--- src/rtl/keccak_squeeze_unit.sv ---
// Squeeze-side reader for the Keccak permutation: captures the state on perm_done
// and streams rate lanes out over valid/ready, requesting more permutations as needed.
`timescale 1ns/1ps

package keccak_pkg;
  // state[y][x] is one 64-bit lane; lane index i = 5*y + x
  typedef logic [4:0][4:0][63:0] state;
endpackage

module keccak_squeeze_unit #(
  parameter int RATE_LANES = 17,
  parameter int LEN_W      = 16
) (
  input  logic             clk,
  input  logic             rst_n,
  input  logic             start,
  input  logic [LEN_W-1:0] out_lanes,
  input  keccak_pkg::state perm_state,
  input  logic             perm_done,
  output logic             perm_req,
  output logic [63:0]      dout,
  output logic             dout_valid,
  input  logic             dout_ready,
  output logic             dout_last,
  output logic             busy,
  output logic             done
);

  localparam int               IDX_W    = 5;
  localparam logic [IDX_W-1:0] LAST_IDX = IDX_W'(RATE_LANES - 1);

  typedef enum logic [1:0] {
    S_IDLE,
    S_WAIT_PERM,
    S_OUTPUT,
    S_FINISH
  } fsm_e;

  fsm_e             r_state;
  fsm_e             w_next_state;
  keccak_pkg::state r_buf;
  logic [IDX_W-1:0] r_lane_idx;
  logic [LEN_W-1:0] r_remaining;

  logic             w_xfer;
  logic             w_block_end;
  logic             w_final_beat;
  logic [24:0][63:0] w_lanes;

  // The packed [y][x] layout flattens to lane order 5*y + x, so a flat view indexes lanes directly.
  assign w_lanes      = r_buf;
  assign w_xfer       = (r_state == S_OUTPUT) && dout_ready;
  assign w_block_end  = (r_lane_idx == LAST_IDX);
  assign w_final_beat = (r_remaining == LEN_W'(1));

  // NOTE: sequential state uses non-blocking (<=) so every flop samples pre-edge values.
  always_ff @(posedge clk or negedge rst_n) begin
    if (!rst_n) r_state <= S_IDLE;
    else        r_state <= w_next_state;
  end

  always_comb begin
    // NOTE: default assignment first keeps this block free of inferred latches.
    w_next_state = r_state;
    case (r_state)
      S_IDLE: begin
        if (start) w_next_state = (out_lanes != '0) ? S_WAIT_PERM : S_FINISH;
      end
      S_WAIT_PERM: begin
        if (perm_done) w_next_state = S_OUTPUT;
      end
      S_OUTPUT: begin
        if (w_xfer) begin
          if (w_final_beat)     w_next_state = S_FINISH;
          else if (w_block_end) w_next_state = S_WAIT_PERM;
        end
      end
      S_FINISH: w_next_state = S_IDLE;
      default:  w_next_state = S_IDLE;
    endcase
  end

  // NOTE: the capture buffer is plain flops, not RAM, so it takes the async reset and
  // no lane from an earlier squeeze can ever appear on dout after reset.
  always_ff @(posedge clk or negedge rst_n) begin
    if (!rst_n) begin
      r_buf       <= '0;
      r_lane_idx  <= '0;
      r_remaining <= '0;
    end else begin
      case (r_state)
        S_IDLE: begin
          if (start && (out_lanes != '0)) r_remaining <= out_lanes;
        end
        S_WAIT_PERM: begin
          if (perm_done) begin
            r_buf      <= perm_state;
            r_lane_idx <= '0;
          end
        end
        S_OUTPUT: begin
          if (w_xfer) begin
            if (r_remaining != '0) r_remaining <= r_remaining - 1'b1;
            r_lane_idx <= w_block_end ? '0 : r_lane_idx + 1'b1;
          end
        end
        default: ;
      endcase
    end
  end

  always_comb begin
    perm_req   = 1'b0;
    dout       = '0;
    dout_valid = 1'b0;
    dout_last  = 1'b0;
    busy       = 1'b0;
    done       = 1'b0;
    case (r_state)
      S_WAIT_PERM: busy = 1'b1;
      S_OUTPUT: begin
        busy       = 1'b1;
        dout_valid = 1'b1;
        dout       = w_lanes[r_lane_idx];
        dout_last  = w_final_beat;
        perm_req   = w_xfer && w_block_end && (r_remaining > LEN_W'(1));
      end
      S_FINISH: begin
        busy = 1'b1;
        done = 1'b1;
      end
      default: ;
    endcase
  end

endmodule

--- config.mk ---
export PLATFORM = sky130hd
export DESIGN_NAME = keccak_squeeze_unit
export DESIGN_NICKNAME = d
export VERILOG_FILES = /design/src/rtl/keccak_squeeze_unit.sv
export SDC_FILE = /design/constraint.sdc
export NUM_CORES = 2
export LEC_CHECK = 0
export BUFFER_PORTS_ARGS = -buffer_cell sky130_fd_sc_hd__buf_2
export CORE_AREA = 2 2 658 660
export CTS_BUF_LIST = sky130_fd_sc_hd__clkbuf_4
export DETAILED_ROUTE_END_ITERATION = 8
export DIE_AREA = 0 0 660 662
export GPL_TIMING_DRIVEN = 0
export PLACE_DENSITY = 0.46
export SLEW_MARGIN = 10
export SYNTH_ARGS = -nofsm -noshare
export SYNTH_HDL_FRONTEND = slang
export SYNTH_SLANG_ARGS = --single-unit
--- constraint.sdc ---
create_clock -name clk -period 2.2 [get_ports clk]
set_clock_uncertainty 0.1 [all_clocks]
set_input_delay 0.22 -clock clk [delete_from_list [all_inputs] [get_ports clk]]
set_output_delay 0.22 -clock clk [all_outputs]
set_load 0.1 [all_outputs]
==> results.md, run 1 <==
- Outcome: did not finish
- Halt Stage: 4_1_cts
- Err: [ERROR RSZ-0060] Max buffer count reached.
- H-tree depth: 5
- Synth Register Bits: roughly 1,600
- Post-CTS sizing: 1,082
- Die width: approximately 660 um
- TritonCTS Buffers: around 480
- Mapped Nets: between 6,000 and 7,000
- Initial core utilization: 17.16%
- Top FF cell, synth: dfrtp_1
- # hold bufs at CTS: ~2,700
- GP Congestion: roughly 0.91
- Synth top area share: a little under three fifths
- Detailed placement HPWL: between 400 and 500 mm
- # IOs: 1,690
- Synthesized area: around 0.074 mm2
- Synthesized area per cell: between 10 and 15 um2
- CTS Buffer Depth: 4
- Async SR Flop Fraction: 100.0%
- Cells after Synth: between 4,000 and 5,000
- Die Y: 662 um
- Num rows: about 240
- Sequential area share after synthesis: ~55%
- Clock Root Buffer: clkbuf_4
- Post-synth EDFFs: 0
- Post-CTS Setup Inserts: approximately 140
- Placed insts: between 10,000 and 15,000
- Yosys cell types: 51
- IO Port Bufs: between 1,500 and 2,000
- Clock Sinks: around 1,600
- Top cell type by total area after synthesis: dfrtp_1
- Largest cells by area after synthesis: dfrtp_1 (55%), mux2_2 (24%), mux2i_1 (7.2%), mux4_2 (4.9%), a22oi_1 (1.9%)
- YS warnings: 0
## metrics by stage
stage	setup slack (ns)	instance area [um2]
detailed placement	-3.121	91550
global placement	-37.64	90410
floorplan	-0.2510	74820
## synth_stat cells (all sizes together) (37+ instances only)
library cell and number:
dfrtp 1623, mux2 1600, mux2i 527, buf 263, a22oi 184, mux4 162, a21oi 114, clkbuf 113
nand3 75, nand2 61, a31oi 43, a22o 37
## logic make-up after synthesis
kind of cell / synth area share [%]
xor gates and xnor gates: 0.01188
buffers and inverters: 2.457
adders and majority gates: 0.06789
AOI/OAI and AO/OA: 4.141
DFF: 55.09
muxes: 36.54
and+or+nand+nor: 1.694
==> run 2: changes to the inputs <==
- CORE_AREA: 2 2 658 660 -> 2 2 668 670
- CTS_BUF_LIST: sky130_fd_sc_hd__clkbuf_4 -> unset
- DIE_AREA: 0 0 660 662 -> 0 0 670 672
- PLACE_DENSITY: 0.46 -> unset
- PLACE_DENSITY_LB_ADDON: unset -> 0.15
- clock period: 2.2 -> 2.9 ns (I/O delays scaled with it)
==> run 2 against run 1 <==
  * Synthesized area is the same
  * Synthesized cell count is the same
  * The flow now finishes, with violations (negative hold slack, negative setup slack)
==> results.md, run 2 <==
- Clock Root Buffer: clkbuf_16
- Top cell type by total area after synthesis: dfrtp_1
- Largest family of logic cells by synthesized area: multiplexers
- PD cells: between 1000 and 1500 mW/mm2
- Fin area: between 0.1 and 0.15 mm2
- Violated checks: negative hold slack, negative setup slack
- Initial core utilization: approximately 17%
- Initial antenna violation count: between 200 and 300
- Post-synth EDFFs: 0
- Core Area: roughly 0.44 mm2
- Post-route setup TNS: -74.87 ns
- Num rows: roughly 250
- Synth top area share: between 50% and 60%
- Synthesized area: around 0.074 mm2
- YS warnings: 0
- # IOs: ~1,700
- Crit-path max cell delay: 0.71 ns
- Synth Register Bits: 1,623
- CP Data Required Time: about 2.5 ns
- Most frequent cells in the layout: dlygate4sd3_1 (2,450), buf_2 (1,758), dfrtp_1 (1,620), mux2_2 (1,600), mux2i_1 (425)
- Final setup violation count: 66
- Die Y: about 670 um
- Largest cells by area after synthesis: dfrtp_1 (55%), mux2_2 (24%), mux2i_1 (7.2%), mux4_2 (4.9%), a22oi_1 (1.9%)
- First-pass GRT wire length: about 670 mm
- CTS Buffer Depth: 4
- Die width: approximately 670 um
- Hold/Removal Path Class: input pin to async pin
- Routed length per instance: about 32 um
- H-tree depth: 4
- Starting DRT DRC Count: roughly 3,200
- Max Cap Viol: 0
- Async SR Flop Fraction: 100.0%
- Peak VDD IR: 0.5758 mV
- CP Launch Type: flip-flop
- Leak: 0.05389 uW
- Gr usage total: between 20% and 30%
- Cell mode on critical path: buf_16
- Total power: 132,300 uW
- List of most frequent post-synthesis cells: dfrtp_1 (1,623), mux2_2 (1,600), mux2i_1 (527)
- DRC: 0
- CP cell instances: buf_6 > buf_16 > buf_16 > buf_16 > buf_16 > mux2i_2 > a22oi_2 > nand4_1 > a31oi_4 > buf_12
- Via count: 64,950
- Detailed placement HPWL: around 400 mm
- Final WS setup: -1.479 ns
- Mapped Nets: between 6,000 and 7,000
- Vias per inst: between 4 and 5
- Max-Slew Margin vs Limit: 12.00%
- Synthesized area per cell: about 15 um2
- Pin slew with the least headroom to its limit: between 1 and 1.5 ns
- WL met1: 209.9 mm
- Final Max Slew Viols: 0
- Area after DPL: roughly 0.092 mm2
- Clock Latency Late Sink: just over 0.9 ns
- Max Clk Rate: ~230 MHz
- Sequential area share after synthesis: 55.09%
- Cells after Synth: 4,995
- GP Congestion: around 0.85
- Hold WS: -0.7633 ns
- Clock Sinks: approximately 1,600
- Final net count: 11,160
- Met3 wire len: around 23 mm
- DRT Pass-1 Iters: 7
- Number of fill cells: approximately 46,000
- Total Die Area: 0.4502 mm2
- TritonCTS Buffers: between 200 and 250
- Max reg flops: about 1,600
- Met2 WL post-DR: about 260 mm
- Number of global-route vias before repair: ~71,000
- Critical path class: flip-flop to output pin
- Most common cell after layout, fill and taps aside: dlygate4sd3_1
- IO Port Bufs: 1,688
- Largest net degree at the start of global routing: 133
- Post-Synth Simple-Gate Area: about 1.7%
- CTS clk-pin slew, worst paths: roughly 0.060 ns
- RSZ-0062 raised after global routing: yes
- Multiplexer share of the synthesized area: between 30% and 40%
- Synth Area in Adders: less than 1%
- Slowest-stage cell, CP: nand4_1
- Outcome: finished, violations left
- Top layer in use: met5
- CTS tree: built
- Final-report hold violation count: approximately 210
- Period utilization: 151.0%
- Post-layout util: between 20% and 30%
- Post-Synth XOR/XNOR Area: less than 1%
- Biggest regs: r_buf x1600, r_remaining x16, r_lane_idx x5
- Compound-cell area share of the yosys netlist: 4.141%
- Routed Antenna Nets: 0
- Share of cells above drive strength 1: ~48%
- Most common cell in the synthesized netlist: dfrtp_1
- Area grow syn2layout: 76.14%
- Top FF cell, synth: dfrtp_1
- Final Critical Period: approximately 4.4 ns
- Crit. End Element: output pin
- Worst Path Max Fanout: 8
- WP data arrival: roughly 4 ns
- Global route overflow: 0
- Yosys cell types: 51
- Routed WL: approximately 510 mm
- Top reg by flops: r_buf
run 2: cell counts after synthesis:
Identical to the previous run, type by type.
run 2: area by class of cell:
class	instances	area, um2	share of cell area (%)
Antenna cell	172	430.4	0.3314
Buffer	360	3188	2.455
Clock buffer	309	6135	4.724
Clock inverter	76	945.9	0.7284
Inverter	9	41.29	0.03179
Multi-Input combinational cell	2987	33770	26.01
Sequential cell	1623	40620	31.28
Tap cell	5928	7417	5.712
Timing Repair Buffer	4340	37310	28.73
run 2: final timing paths:
path | cells after the start | from | slack (ns) | endpoint
max in group asynchronous | 5 | rst_n | 0.65 | r_buf[998]
min | 1 | rst_n | -0.76 | r_buf[1171]
min in group clk | 3 | perm_state[664] | 0.08 | r_buf[664]
max reg2reg | 8 | r_state[0] | 0.13 | r_buf[728]
min reg2reg | 1 | r_buf[457] | 0.40 | r_buf[457]
max | 10 | r_lane_idx[0] | -1.48 | dout[61]
run 2: what timing repair did:
item | CTS | global route
hold endpoints to repair | 2078 | 206
pin swaps | 99 | 80
cloned | 8 | 2
setup buffers | 86 | 41
gates resized for setup | 989 | 164
endpoints found under the setup margin | 1438 | 94
hold buffers | 2452 | 6
run 2: cells by family (layout without fill, tap and decap cells):
family / count (synthesis) / in the layout
and+or+nand+nor: 250 / 250
DFF: 1623 / 1623
buffers and inverters: 385 / 5094
xor gates and xnor gates: 1 / 1
adders and majority gates: 4 / 4
AOI/OAI and AO/OA: 443 / 443
other: 0 / 172
muxes: 2289 / 2289
run 2: critical path, delay by kind of cell (launching register included):
family | cells | cell delay, ns
multiplexers | 1 | 0.18
AND/OR/NAND/NOR | 1 | 0.71
AO/OA/AOI/OAI | 2 | 0.73
buffers and inverters | 6 | 0.98
flip-flops | 1 | 0.39
run 2: where the power goes:
part | internal, uW | leakage, uW | total, uW | switching, uW
clock network | 16100 | 0.00350 | 27800 | 11800
registers | 34300 | 0.0192 | 42000 | 7640
logic | 29600 | 0.0312 | 62400 | 32900
total | 80000 | 0.0539 | 132000 | 52300
run 2: per-stage QoR:
step / setup slack [ns] / hold WS (ns) / std cells
after floorplan: -0.2097 / -0.1056 / 4995
after global placement: -39.17 / 0.3845 / 12610
after detailed placement: -3.022 / 0.2202 / 12680
after CTS: -1.610 / -0.8008 / 15600
after global routing: -1.558 / -0.7449 / 15750
final: -1.479 / -0.7633 / 15800
run 2: layer usage:
layer | vias to the layer above | GRT usage, %
li1 | 28030 | -
met1 | 33920 | 26.69
met2 | 2137 | 40.10
met3 | 771 | 3.629
met4 | 90 | 7.018
met5 | - | 0
No activity file was read; power rests on OpenSTA's default activity.
